## src/rtl/game_pkg.sv

```systemverilog
// game_pkg: playfield geometry, tile codes and object snapshot types
// shared by the game engine and the frame tile scanner.
package game_pkg;

  localparam int COLS    = 20;
  localparam int ROWS    = 15;
  localparam int X_W     = 5;
  localparam int Y_W     = 4;
  localparam int T_W     = 3;
  localparam int N_ENEMY = 3;

  typedef logic [X_W-1:0] x_t;
  typedef logic [Y_W-1:0] y_t;
  typedef logic [T_W-1:0] tile_t;

  localparam tile_t TILE_EMPTY  = 3'd0;
  localparam tile_t TILE_PLAYER = 3'd1;
  localparam tile_t TILE_ENEMY  = 3'd2;
  localparam tile_t TILE_BULLET = 3'd3;
  localparam tile_t TILE_FLASH  = 3'd4;

  typedef struct packed {
    x_t   x;
    y_t   y;
    logic active;
  } obj_t;

  typedef struct packed {
    obj_t                    player;
    obj_t                    bullet;
    obj_t [N_ENEMY-1:0]      enemy;
    logic                    flash;
  } snap_t;

  typedef enum logic [1:0] {
    S_IDLE = 2'd0,
    S_SCAN = 2'd1,
    S_DONE = 2'd2
  } scan_state_t;

  // Off-field objects never match: no modulo wrap onto the grid.
  function automatic logic at_cell(obj_t o, x_t x, y_t y);
    return o.active
      && (o.x < x_t'(COLS))
      && (o.y < y_t'(ROWS))
      && (o.x == x)
      && (o.y == y);
  endfunction

endpackage

```

## src/rtl/frame_tile_scanner_if.sv

```systemverilog
// frame_tile_scanner_if: valid/ready tile stream from the scanner
// to the tile renderer or frame dumper.
interface frame_tile_scanner_if;

  logic           tile_valid;
  logic           tile_ready;
  game_pkg::x_t   tile_x;
  game_pkg::y_t   tile_y;
  game_pkg::tile_t tile_code;
  logic           tile_last;

  modport master (
    output tile_valid,
    output tile_x,
    output tile_y,
    output tile_code,
    output tile_last,
    input  tile_ready
  );

  modport slave (
    input  tile_valid,
    input  tile_x,
    input  tile_y,
    input  tile_code,
    input  tile_last,
    output tile_ready
  );

endinterface

```

## src/rtl/tile_classify.sv

```systemverilog
// tile_classify: combinational priority encoder from a cell and the
// object snapshot to a tile code (player > enemy > bullet > flash).
module tile_classify
  import game_pkg::*;
(
  input  x_t    x,
  input  y_t    y,
  input  snap_t snap,
  output tile_t code
);

  logic enemy_hit;

  always_comb begin
    enemy_hit = 1'b0;
    for (int e = 0; e < N_ENEMY; e++) begin
      enemy_hit = enemy_hit | at_cell(snap.enemy[e], x, y);
    end
  end

  always_comb begin
    code = TILE_EMPTY;
    if (at_cell(snap.player, x, y)) begin
      code = TILE_PLAYER;
    end else if (enemy_hit) begin
      code = TILE_ENEMY;
    end else if (at_cell(snap.bullet, x, y)) begin
      code = TILE_BULLET;
    end else if (snap.flash && (y == '0)) begin
      code = TILE_FLASH;
    end
  end

endmodule

```

## src/rtl/frame_tile_scanner.sv

```systemverilog
// frame_tile_scanner: snapshots game objects on frame_start and streams
// the playfield in raster order. Optional row-0 hit flash: HIT_FLASH_EN.
module frame_tile_scanner
  import game_pkg::*;
(
  input  logic       clk,
  input  logic       rst_n,
  input  logic       frame_start,
  input  x_t         player_x,
  input  y_t         player_y,
  input  x_t         bullet_x,
  input  y_t         bullet_y,
  input  logic       bullet_active,
  input  x_t         enemy0_x,
  input  y_t         enemy0_y,
  input  logic       enemy0_active,
  input  x_t         enemy1_x,
  input  y_t         enemy1_y,
  input  logic       enemy1_active,
  input  x_t         enemy2_x,
  input  y_t         enemy2_y,
  input  logic       enemy2_active,
  input  logic       hit,
  input  logic [7:0] score,
  frame_tile_scanner_if.master tile,
  output logic [7:0] frame_score,
  output logic       busy,
  output logic       frame_done,
  output logic       frame_overrun
);

  scan_state_t state_q;
  scan_state_t state_d;
  x_t          x_q;
  y_t          y_q;
  snap_t       snap_q;
  snap_t       snap_in;
  logic [7:0]  score_q;
  logic        flash_in;
  logic        start;
  logic        scan;
  logic        hs;
  logic        at_end;
  tile_t       code;

  assign scan   = (state_q == S_SCAN);
  assign start  = frame_start && (state_q == S_IDLE);
  assign hs     = scan && tile.tile_ready;
  assign at_end = (x_q == x_t'(COLS-1))
               && (y_q == y_t'(ROWS-1));

`ifdef HIT_FLASH_EN
  logic hit_pending_q;

  // A hit in the snapshot cycle belongs to the next frame.
  always_ff @(posedge clk or negedge rst_n) begin
    if (!rst_n) begin
      hit_pending_q <= 1'b0;
    end else if (start) begin
      hit_pending_q <= hit;
    end else if (hit) begin
      hit_pending_q <= 1'b1;
    end
  end

  assign flash_in = hit_pending_q;
`else
  logic unused_hit;

  assign unused_hit = hit;
  assign flash_in   = 1'b0;
`endif

  always_comb begin
    snap_in          = '0;
    snap_in.player   = '{x: player_x, y: player_y, active: 1'b1};
    snap_in.bullet   = '{x: bullet_x, y: bullet_y, active: bullet_active};
    snap_in.enemy[0] = '{x: enemy0_x, y: enemy0_y, active: enemy0_active};
    snap_in.enemy[1] = '{x: enemy1_x, y: enemy1_y, active: enemy1_active};
    snap_in.enemy[2] = '{x: enemy2_x, y: enemy2_y, active: enemy2_active};
    snap_in.flash    = flash_in;
  end

  always_ff @(posedge clk or negedge rst_n) begin
    if (!rst_n) begin
      state_q <= S_IDLE;
      x_q     <= '0;
      y_q     <= '0;
      snap_q  <= '0;
      score_q <= '0;
    end else begin
      state_q <= state_d;
      if (start) begin
        snap_q  <= snap_in;
        score_q <= score;
        x_q     <= '0;
        y_q     <= '0;
      end else if (hs) begin
        if (at_end) begin
          x_q <= '0;
          y_q <= '0;
        end else if (x_q == x_t'(COLS-1)) begin
          x_q <= '0;
          y_q <= y_q + 1'b1;
        end else begin
          x_q <= x_q + 1'b1;
        end
      end
    end
  end

  always_comb begin
    state_d = state_q;
    unique case (state_q)
      S_IDLE: begin
        if (frame_start) begin
          state_d = S_SCAN;
        end
      end
      S_SCAN: begin
        if (hs && at_end) begin
          state_d = S_DONE;
        end
      end
      S_DONE: begin
        state_d = S_IDLE;
      end
      default: begin
        state_d = S_IDLE;
      end
    endcase
  end

  tile_classify u_classify (
    .x    (x_q),
    .y    (y_q),
    .snap (snap_q),
    .code (code)
  );

  assign tile.tile_valid = scan;
  assign tile.tile_x     = x_q;
  assign tile.tile_y     = y_q;
  assign tile.tile_code  = scan ? code : TILE_EMPTY;
  assign tile.tile_last  = scan && at_end;

  assign frame_score   = score_q;
  assign busy          = (state_q != S_IDLE);
  assign frame_done    = (state_q == S_DONE);
  assign frame_overrun = frame_start && busy;

endmodule

```

## src/flat_wrapper.sv

```systemverilog
// flat-port wrapper written by rule: the top's interface ports become plain ports
module frame_tile_scanner_flat import game_pkg::*;
  (clk, rst_n, frame_start, player_x, player_y, bullet_x, bullet_y, bullet_active, enemy0_x, enemy0_y, enemy0_active, enemy1_x, enemy1_y, enemy1_active, enemy2_x, enemy2_y, enemy2_active, hit, score, frame_score, busy, frame_done, frame_overrun, tile_tile_valid, tile_tile_x, tile_tile_y, tile_tile_code, tile_tile_last, tile_tile_ready);
  frame_tile_scanner_if tile_i ();
  input  logic clk;
  input  logic rst_n;
  input  logic frame_start;
  input  x_t player_x;
  input  y_t player_y;
  input  x_t bullet_x;
  input  y_t bullet_y;
  input  logic bullet_active;
  input  x_t enemy0_x;
  input  y_t enemy0_y;
  input  logic enemy0_active;
  input  x_t enemy1_x;
  input  y_t enemy1_y;
  input  logic enemy1_active;
  input  x_t enemy2_x;
  input  y_t enemy2_y;
  input  logic enemy2_active;
  input  logic hit;
  input  logic [7:0] score;
  output logic [7:0] frame_score;
  output logic busy;
  output logic frame_done;
  output logic frame_overrun;
  output wire logic [$bits(tile_i.tile_valid)-1:0] tile_tile_valid;
  output wire logic [$bits(tile_i.tile_x)-1:0] tile_tile_x;
  output wire logic [$bits(tile_i.tile_y)-1:0] tile_tile_y;
  output wire logic [$bits(tile_i.tile_code)-1:0] tile_tile_code;
  output wire logic [$bits(tile_i.tile_last)-1:0] tile_tile_last;
  input wire logic [$bits(tile_i.tile_ready)-1:0] tile_tile_ready;
  assign tile_tile_valid = tile_i.tile_valid;
  assign tile_tile_x = tile_i.tile_x;
  assign tile_tile_y = tile_i.tile_y;
  assign tile_tile_code = tile_i.tile_code;
  assign tile_tile_last = tile_i.tile_last;
  assign tile_i.tile_ready = tile_tile_ready;
  frame_tile_scanner u_core (.clk(clk), .rst_n(rst_n), .frame_start(frame_start), .player_x(player_x), .player_y(player_y), .bullet_x(bullet_x), .bullet_y(bullet_y), .bullet_active(bullet_active), .enemy0_x(enemy0_x), .enemy0_y(enemy0_y), .enemy0_active(enemy0_active), .enemy1_x(enemy1_x), .enemy1_y(enemy1_y), .enemy1_active(enemy1_active), .enemy2_x(enemy2_x), .enemy2_y(enemy2_y), .enemy2_active(enemy2_active), .hit(hit), .score(score), .tile(tile_i), .frame_score(frame_score), .busy(busy), .frame_done(frame_done), .frame_overrun(frame_overrun));
endmodule
```

## config.mk

```make
export PLATFORM = sky130hd
export DESIGN_NAME = frame_tile_scanner_flat
export DESIGN_NICKNAME = d
export VERILOG_FILES = /design/src/rtl/game_pkg.sv /design/src/rtl/frame_tile_scanner_if.sv /design/src/rtl/tile_classify.sv /design/src/rtl/frame_tile_scanner.sv /design/src/flat_wrapper.sv
export SDC_FILE = /design/constraint.sdc
export NUM_CORES = 1
export LEC_CHECK = 0
export CORE_ASPECT_RATIO = 0.8
export CORE_MARGIN = 2
export CORE_UTILIZATION = 49
export CTS_CLUSTER_DIAMETER = 200
export DETAILED_ROUTE_END_ITERATION = 8
export PLACE_DENSITY_LB_ADDON = 0.25
export SYNTH_ARGS = -nofsm -noshare
export SYNTH_HDL_FRONTEND = slang
export SYNTH_SLANG_ARGS = --single-unit
```

## constraint.sdc

```tcl
create_clock -name clk -period 3.25 [get_ports clk]
set_clock_uncertainty 0.05 [all_clocks]
set_input_delay 0.975 -clock clk [delete_from_list [all_inputs] [get_ports clk]]
set_output_delay 0.975 -clock clk [all_outputs]
set_load 0.03 [all_outputs]
```

---- After elaboration in Yosys (flattened, before gate mapping) ----
Index checks and enable logic that the tools add are counted.
storage, ports and cells
  flip-flop bits (word level) ............. 69
  bits of input ports ..................... 62
  output and inout port bits .............. 25
  logic and storage cells ................. 96
operators by class
  $add $sub $neg .......................... 2
  order comparisons ....................... 10
  equality and inequality tests ........... 16
  muxes and demuxes ....................... 15
  bitwise gates (word level) .............. 2
  reductions and logical operators ........ 32
operators with widths
  cell                 number
  $logic_and 1x1->1    26
  $eq 5x5->1           5
  $lt 5x5->1 const B   5
  $eq 4x4->1           5
  $lt 4x4->1 const B   5
  $mux 5               4
  $mux 4               4
  $mux 2               6
  $add 5x1->5 const B  1
  $eq 5x5->1 const B   1
  $add 4x1->4 const B  1
  $eq 4x4->1 const B   1
  $ne 2x2->1 const B   2
  $pmux 2 s2           1
  $reduce_and 2->1     2
  $reduce_bool 2->1    2
  $reduce_bool 3->1    1
  $eq 2x1->1 const B   1
  $eq 2x2->1 const B   1
  $logic_not 2->1      1
  $or 1x1->1           2

---- Logic depth before layout (Yosys ltp) ----
Gate-level depths: netlist of the first run.
  depth in word-level cells ............... 10
  depth in mapped cells ................... 8
  depth with buffers taken out ............ 7

---- Cells and area by module ----
Synthesis of the first run repeated with hierarchy kept, for this count alone.
unflattened totals
  cells, all modules ...................... 419
  area total of the unflattened synthesis .. 3560.9 µm²
by module, submodules not included
  module              times used  cells each  area an instance (µm²)  sequential area each (µm²)
  frame_tile_scanner  1           315         2821.5                  1726.7
  tile_classify       1           104         739.5                   0.0

---- Worst setup path after synthesis of the first run ----
OpenSTA, ideal clock, no wires.
  path type ............................... register to output
  from .................................... reg u_core.x_q[1] (netlist: u_core.tile.tile_x[1])
  to ...................................... out tile_tile_code[0]
  data arrival time ....................... 2.129 ns
  required time ........................... 2.225 ns
  path slack .............................. 0.096 ns
  cell stages (with the launch flop) ...... 8
  path buffers ............................ 1
  cell sequence ........................... dfrtp_1 -> buf_6 -> xnor2_2 -> nand3_1 -> or4_4 -> a211oi_2 -> nand3_1 -> a21oi_1
between the ends
  word-level cells in the longest chain between the ends .. 8
  elaborated cells between the ends (all ways) .. 21
  classes of those cells .................. 5 x eq/ne; 4 x mux; 2 x bitwise; 10 x reduce/logical
RTL lines
  what                      line                       RTL
  start, declared           frame_tile_scanner.sv:34   x_t x_q;
  start signal, assigned    frame_tile_scanner.sv:106  x_q <= x_q + 1'b1;
  $eq 5x5->1                game_pkg.sv:46             && (o.x == x)
  $logic_and 1x1->1         game_pkg.sv:46
  $logic_and 1x1->1         game_pkg.sv:47             && (o.y == y);
  $or 1x1->1 (2 in series)  tile_classify.sv:17        enemy_hit = enemy_hit | at_cell(snap.enemy[e], x, y);
  $mux 2                    tile_classify.sv:25        end else if (enemy_hit) begin
  $mux 2 (*)                tile_classify.sv:23        if (at_cell(snap.player, x, y)) begin
  $mux 2 (*)                frame_tile_scanner.sv:144  assign tile.tile_code = scan ? code : TILE_EMPTY;
  end, declared             flat_wrapper.sv:31         output wire logic [$bits(tile_i.tile_code)-1:0] tile_tile_code;
Mark *: on every way between the ends. The rest lies on a longest branch, timed or not.

---- Worst setup path after layout of the first run ----
  from .................................... reg u_core.x_q[0] (netlist: u_core.tile.tile_x[0])
  to ...................................... out tile_tile_code[1]
The elaborated chain is that of the path after synthesis.

==> results of run 1 <==
## cell type report
class,instances,area [µm²],area share
multi-input cells,203,1660,0.354
clock buffers,11,151,0.0324
flip-flops and latches,69,1730,0.369
repair buffers,98,951,0.203
clock inverters,5,58.8,0.0126
well taps,87,109,0.0233
inverters,6,22.5,0.00482
## metal layers
| metal | up-vias | wire (µm) |
|---|---|---|
| met5 | - | 0 |
| met4 | 0 | 29 |
| met3 | 6 | 674 |
| met2 | 92 | 3770 |
| met1 | 1235 | 3320 |
| li1 | 1212 | - |
## worst paths after layout
path	startpoint	end	slack (ns)	cells after the start
setup / recovery	u_core.tile.tile_x[0]$_DFFE_PN0P_	tile_tile_code[1]	0.0003	7
hold / removal	u_core.snap_q[41]$_DFFE_PN0P_	u_core.snap_q[41]$_DFFE_PN0P_	0.43	1
setup reg to reg	u_core.tile.tile_x[0]$_DFFE_PN0P_	u_core.tile.tile_y[0]$_DFFE_PN0P_	1.31	8
hold reg to reg	u_core.snap_q[41]$_DFFE_PN0P_	u_core.snap_q[41]$_DFFE_PN0P_	0.43	1
max in group asynchronous	rst_n	u_core.snap_q[32]$_DFFE_PN0P_	1.93	2
min in group asynchronous	rst_n	u_core.frame_score[7]$_DFFE_PN0P_	0.48	1
## sequential cells by signal, indices dropped and copies added, names as in the netlist
name                flops
u_core.tile.tile_x      5
u_core.state_q          2
u_core.tile.tile_y      4
u_core.snap_q          50
u_core.frame_score      8
## cells in the final DEF (no fill, tap or decap), types with 2 or more instances in the layout
cell	n
dfrtp_1	69
o21ai_1	7
inv_1	5
nor4_2	3
clkbuf_8	11
nand4_1	7
or2_1	3
mux2_1	56
xnor2_2	2
and2_1	3
nor3_1	5
clkinvlp_4	2
xnor2_1	15
ha_1	3
o21ai_0	2
xor2_1	17
nand3_1	10
nor3b_1	3
nor2b_1	3
clkdlybuf4s50_1	79
nor2_1	16
nand2_1	12
buf_6	2
buf_4	15
a21oi_1	13
## through the flow
step,util,setup WS [ns]
after floorplan,-,0.0964
after global placement,0.642,0.347
after detailed placement,0.642,0.321
after CTS,0.677,-0.00567
after global routing,0.679,-0.0942
final,0.679,0.000344
## power by group through the flow
| stage | clock network (mW) | logic, mW | registers (mW) |
|---|---|---|---|
| finish | 0.730 | 0.842 | 1.01 |
| global route | 0.785 | 0.914 | 1.02 |
| detailed placement | 0 | 0.825 | 1.02 |
| global placement | 0 | 0.811 | 1.02 |
| CTS | 0.747 | 0.841 | 1.01 |
| floorplan | 0 | 0.457 | 1.09 |
## cells by family after synthesis
family,after synthesis,synth area share
compound gates,31,0.0546
xor+xnor,35,0.0944
fa+ha+maj,3,0.0108
buf+inv,25,0.0402
flops,69,0.496
mux,56,0.181
other cells,1,0.00108
simple gates,77,0.122
## repair_timing
action | CTS | global route
gates cloned | 0 | 0
endpoints found under the hold margin | 0 | 0
pin swaps | 0 | 0
endpoints found under the setup margin | 2 | 2
resized for setup | 6 | 2
==> flow_summary.ini, run 1 <==
[timing]
tns_ns = 0
period_share = 1.00
fmax_mhz = 308
final-hold-violation-count = 0
setup_viol = 0
fin_hold_ws_ns = 0.428
period_needed_ns = 3.25
slew_violations = 0
rsz0062_at_grt = true

[placed_design]
dpl.hpwl_um = 5620
port_buffers = 84
post_dp_cell_area_um2 = 4430
placed_cells = 463
gp_congestion = 0.802

[setup_path]
end_kind = primary output
cp_slowest_cell = or4_4
critPathTopFamily = simple AND/OR/NAND/NOR gates
cp_cell_sequence = xnor2_2 -> nand3_1 -> or4_4 -> a211oi_4 -> nand3b_1 -> and3_4 -> buf_6
cp.arrival_ns = 2.22
crit_path_start_kind = register
cpPeakStageDelay_ns = 0.50
worstPathRequired_ns = 2.22
crit_type = reg -> out
cp_max_fo = 2
cp.buffers_inverters = 1

[finish]
syn_to_final_growth_pct = 34.2
n_fill_cell = 553
antenna_cells = 0
final_cells = 479
final_area_um2 = 4680
drive_gt1_frac = 0.133
nets = 452

[synthesis]
yosysTopAreaCell = dfrtp_1
synth_area_um2 = 3480
synth.net_count = 362
synth_area_leaders = dfrtp_1 (50%), mux2_1 (18%), xor2_1 (4.3%)
synthCells = 297
synth_top_cell_area_share = 0.496
yosysMostFrequentCell = dfrtp_1
synth_seq_cells = 69
yosys_most_used_dff = dfrtp_1
synthDistinctLibCells = 43
ys_top_cells_by_count = dfrtp_1 (69), mux2_1 (56), nor2_1 (17), xor2_1 (17), xnor2_1 (15)
yosys_warnings = 0
ys_seq_area_frac = 0.496
synth-edff-count = 0
syn_avg_cell_area_um2 = 11.7
synthArstFlopShare = 1.00

[grt]
grt-ovfl-total = 0
track_usage = 0.213
grt_pass1_vias = 2633
grt_first_pass_wirelength_um = 12900
use_met1 = 0.280
grt_busiest_layer = met2
met3_usage = 0.0648
grt_max_degree = 50
antenna_found_initial = 0
grtUsageMet2 = 0.346

[drt]
drcViolationCount = 0
drt_iter0_markers = 122
avgViaCountPerCell = 5.31
wl_um = 7800
detail_route.wl_per_cell_um = 16.3
final_antenna_net_count = 0
vias = 2545
firstDrtPassIters = 4

[cts]
holdBufCountCts = 0
clkSlewWorstSetupHoldPaths_ns = 0.08
post_cts_buffers = 0
cts_root_buffer = clkbuf_8
cts.sinks = 69
worstSkewPairLatency_ns = 0.34
clock_path_buffers = 2
cts_tree = yes
numCtsBuffers = 9
htree_num_levels = 3

[pwr]
p_switching_mw = 0.867
seqPwrFrac = 0.390
ir_drop_mv = 0.342
design_power_total_mw = 2.58
internal_power_mw = 1.71
swShare = 0.336
p_clk_frac = 0.283
combPwrFrac = 0.327
p_leak_nw = 2.07
power_per_cell_area_nw_per_um2 = 551

[run]
cap_violations = 0

[floorplan]
coreArea_um2 = 6890
start_util = 0.506
dieArea_um2 = 7810
die_x_um = 98.3
num_rows = 27
die_h_um = 79.4
io_pins = 87

[status]
status = completed

[min_path]
holdCritPathClass = reg -> reg
Power figures use the tool's default switching activity.
==> run 2, diff against run 1 <==
--- a/config.mk
+++ b/config.mk
@@ -10,7 +10,7 @@
 export CORE_UTILIZATION = 49
 export CTS_CLUSTER_DIAMETER = 200
 export DETAILED_ROUTE_END_ITERATION = 8
-export PLACE_DENSITY_LB_ADDON = 0.25
+export PLACE_DENSITY = 0.89
 export SYNTH_ARGS = -nofsm -noshare
 export SYNTH_HDL_FRONTEND = slang
 export SYNTH_SLANG_ARGS = --single-unit
==> constraint.sdc (replaced) <==
create_clock -name clk -period 3.25 [get_ports clk]
set_clock_uncertainty 0.05 [all_clocks]
set_input_delay 0.4875 -clock clk [delete_from_list [all_inputs] [get_ports clk]]
set_output_delay 0.4875 -clock clk [all_outputs]
set_load 0.03 [all_outputs]
==> run 2 against run 1 <==
Net effect:
- register-to-register slack got worse by 0.03 ns
- setup slack better by 0.12 ns
- routed wire length shrank 0.65%
- combinational power decreased by 5.3%
- maximum frequency rose by 3.9%
- first-iteration DRC count grew 85%
- total power increased by 1.5%
- clock power up 8.1%
- highest routed layer unchanged
==> flow_summary.ini, run 2 (synthesis results as in run 1) <==
[timing]
slew_headroom = 0.461
period_needed_ns = 3.13
fmax_mhz = 320
period_share = 0.963
tns_ns = 0
slew_violations = 0
rsz0062_at_grt = false
fin_hold_ws_ns = 0.181
setup_viol = 0
tightest_slew_ns = 0.808
final-hold-violation-count = 0

[setup_path]
reg2regPathDepth = 7
crit_path_start_kind = register
r2r_setup_slack_ns = 1.28
worstPathRequired_ns = 2.71
crit_type = reg -> out
crit-reg2reg-capture = u_core.tile.tile_y[2]$_DFFE_PN0P_
worst_r2r_startpoint = u_core.tile.tile_x[0]$_DFFE_PN0P_
end_kind = primary output
cp.arrival_ns = 2.59
cp_max_fo = 8

[run]
cap_violations = 0

[placed_design]
placed_cells = 460
gp_congestion = 0.856
port_buffers = 84
dpl.hpwl_um = 5570

[drt]
drt_iter0_markers = 226
vias = 2559
firstDrtPassIters = 4
wl_um = 7740
detail_route.wl_per_cell_um = 16.3
avgViaCountPerCell = 5.38
drcViolationCount = 0
final_antenna_net_count = 0

[grt]
grt_max_degree = 68
track_usage = 0.211
grt_pass1_vias = 2596
antenna_found_initial = 0
grt_first_pass_wirelength_um = 12800
grt-ovfl-total = 0

[finish]
layout_common_cells = clkdlybuf4s50_1 (81), dfrtp_1 (69), mux2_1 (56)
final_cells = 476
antenna_cells = 0
top_register = u_core.snap_q
syn_to_final_growth_pct = 33.6
final_common_cell = clkdlybuf4s50_1
drive_gt1_frac = 0.103
nets = 449
final_core_util = 0.675
largest_register_ffs = 50

[floorplan]
io_pins = 87
coreArea_um2 = 6890
die_h_um = 79.4
start_util = 0.506
die_x_um = 98.3
dieArea_um2 = 7810
num_rows = 27

[cts]
worstSkewPairLatency_ns = 0.35
cts.sinks = 69
clkSlewWorstSetupHoldPaths_ns = 0.06
numCtsBuffers = 9
htree_num_levels = 3
post_cts_buffers = 0
clock_path_buffers = 2
holdBufCountCts = 0
cts_root_buffer = clkbuf_8
cts_tree = yes

[pwr]
design_power_total_mw = 2.62
power_per_cell_area_nw_per_um2 = 563
p_leak_nw = 2.08
ir_drop_mv = 0.263

[min_path]
holdCritPathClass = in -> async

[status]
status = completed
-- run 2: changes by cell type in the layout (fill, tap and decap cells not counted), sizes merged --
cell,before,now
clkinvlp,2,0
clkbuf,11,12
clkdlybuf4s50,79,81
dlygate4sd2,0,2
buf,19,12
bufinv,1,2
-- run 2: through the flow --
step	cell area, µm²	setup WS [ns]
2_1_floorplan	3480	0.584
3_3_place_gp	4430	0.353
3_5_place_dp	4430	0.325
4_1_cts	4650	0.0489
5_1_grt	4650	0.00961
6_report	4650	0.121
-- run 2: timing repair --
| action | in CTS | in global routing |
|---|---|---|
| endpoints found under the setup margin | 2 | 1 |
| gates resized for setup | 2 | 1 |
| cloned | 0 | 0 |
-- run 2: layout make-up --
class / count / area (µm²)
Clock buffer: 12 / 155
Clock inverter: 4 / 70.1
Fill cell: 539 / 2240
Inverter: 6 / 22.5
Multi-Input combinational cell: 203 / 1630
Sequential cell: 69 / 1730
Tap cell: 87 / 109
Timing Repair Buffer: 95 / 941
-- run 2: per-layer routing --
layer | wire length [µm] | vias up | track usage
met4 | 102 | 0 | 0.0726
met1 | 3420 | 1241 | 0.284
met3 | 579 | 14 | 0.0578
li1 | - | 1207 | -
met2 | 3640 | 97 | 0.333
met5 | 0 | - | 0
-- run 2: worst max-delay path: stages, from the launching register on --
cell             delay (ns)
dfrtp_1                0.48
buf_4                  0.23
ha_1                   0.19
and2_1                 0.29
nand4_1                0.20
nor2_1                 0.16
clkdlybuf4s50_1        0.68
-- run 2: worst max path at each step --
stage / endpoint / from / depth (start not counted)
2_1_floorplan: tile_tile_code[0] / u_core.tile.tile_x[1]$_DFFE_PN0P_ / 7
3_3_place_gp: tile_tile_code[0] / u_core.tile.tile_x[0]$_DFFE_PN0P_ / 7
3_5_place_dp: tile_tile_code[1] / u_core.tile.tile_x[0]$_DFFE_PN0P_ / 7
4_1_cts: tile_tile_last / u_core.tile.tile_x[3]$_DFFE_PN0P_ / 5
5_1_grt: tile_tile_last / u_core.tile.tile_x[0]$_DFFE_PN0P_ / 6
6_report: tile_tile_last / u_core.tile.tile_x[0]$_DFFE_PN0P_ / 6
-- run 2: where the power goes --
part | internal, mW | total, mW | switching (mW)
Combinational | 0.379 | 0.797 | 0.418
Clock | 0.472 | 0.789 | 0.317
Sequential | 0.931 | 1.03 | 0.101
Total | 1.78 | 2.62 | 0.836
==> variant: new RTL, settings of run 2 <==
The 3 states of `scan_state_t` get a one-hot encoding in 3 bits.
--- a/src/rtl/game_pkg.sv
+++ b/src/rtl/game_pkg.sv
@@ -32,10 +32,10 @@
     logic                    flash;
   } snap_t;
 
-  typedef enum logic [1:0] {
-    S_IDLE = 2'd0,
-    S_SCAN = 2'd1,
-    S_DONE = 2'd2
+  typedef enum logic [2:0] {
+    S_IDLE = 3'b001,
+    S_SCAN = 3'b010,
+    S_DONE = 3'b100
   } scan_state_t;
 
   // Off-field objects never match: no modulo wrap onto the grid.
Check against the original RTL: no difference found for any inputs over 10 cycles, from zero or initial values and one cycle with rst_n low; not proved beyond that.
==> variant against run 2 <==
Sequential share of layout area increased by 0.84 points. Sequential cell count rose by 1. Routed wire length is 2.0% lower. Global-route usage is 0.58 points lower. Power up 47%. Synthesized area down 0.72%. Non-clock buffer count decreased by 5. Setup slack lost 0.0072 ns. Die area shrank 0.68%. Worst hold slack improved by 0.0026 ns. Design area decreased by 0.38%. Critical path type unchanged.
==> variant: results (changes against run 2) <==
* WL final at 7586 µm (-2.0%)
* Internal cell power at 0.002587 W (+45%)
* CTS resizes at 4 (+2)
* Multi-input combinational area share at 34.21% (-0.81 points)
* Setup slack, reg-to-reg at 1.20 ns (-0.08 ns)
* FF-to-FF path depth at 8 (+1)
* Pin count of the biggest net entering global routing at 71 (+4.4%)
* Share of cells above drive strength 1 at 24.21% (+14 points)
* Placed Area at 4369 µm² (-1.3%)
* Power Total at 0.003840 W (+47%)
* Data buffer area share at 19.64% (-0.57 points)
* Pleak at 1.986 nW (-4.6%)
* Syn nets at 358 (-1.1%)
* Commonest cells in the synthesized netlist: dfrtp_1, mux2_2, xor2_1, nor2_1
* Vias in the first global route at 2583 (-0.50%)
* Post-DP HPWL at 5398 µm (-3.1%)
* Number of distinct library cells after synthesis at 41 (-4.7%)
* #MultiIn Comb at 200 (-1.5%)
* CP Max Fanout at 6 (-2)
* Worst setup path endpoint: tile_tile_code[0]
* GRT Total Usage at 20.54% (-0.58 points)
* Non-CTS buffers at 90 (-5.3%)
* Layout Nets at 440 (-2.0%)
* Status: finished, final reports clean
* Clkbuf count at 11 (-1)
* Worst reg2reg startpoint: u_core.tile.tile_x[1]
* CP Launch Point: u_core.tile.tile_x[3]
[variant: kinds of logic (layout without fill, tap and decap cells)]
family	count (synthesis)	count (layout)	synth area share (%)
simple gates	72	72	11.75
flops	70	70	50.67
mux	56	56	18.23
xor+xnor	36	36	9.114
compound gates	32	32	5.534
buf+inv	23	110	3.508
fa+ha+maj	3	3	1.085
other cells	1	1	0.1084
[variant: layer usage]
| metal | wire length (µm) | GRT usage [%] | vias to the layer above |
|---|---|---|---|
| met5 | 0 | 0 | - |
| met4 | 47 | 4.306 | 0 |
| met3 | 582 | 7.482 | 5 |
| met2 | 3585 | 32.12 | 83 |
| met1 | 3370 | 27.74 | 1256 |
| li1 | - | - | 1194 |
[variant: per-stage QoR]
step | worst slack (ns) | cells | hold slack [ns]
after floorplan | 0.7403 | 293 | 0.1419
after global placement | 0.3345 | 451 | 0.4004
after detailed placement | 0.3143 | 451 | 0.4136
after CTS | 0.009923 | 467 | 0.2002
after global routing | 0.008670 | 467 | 0.2330
final | 0.1141 | 467 | 0.1838
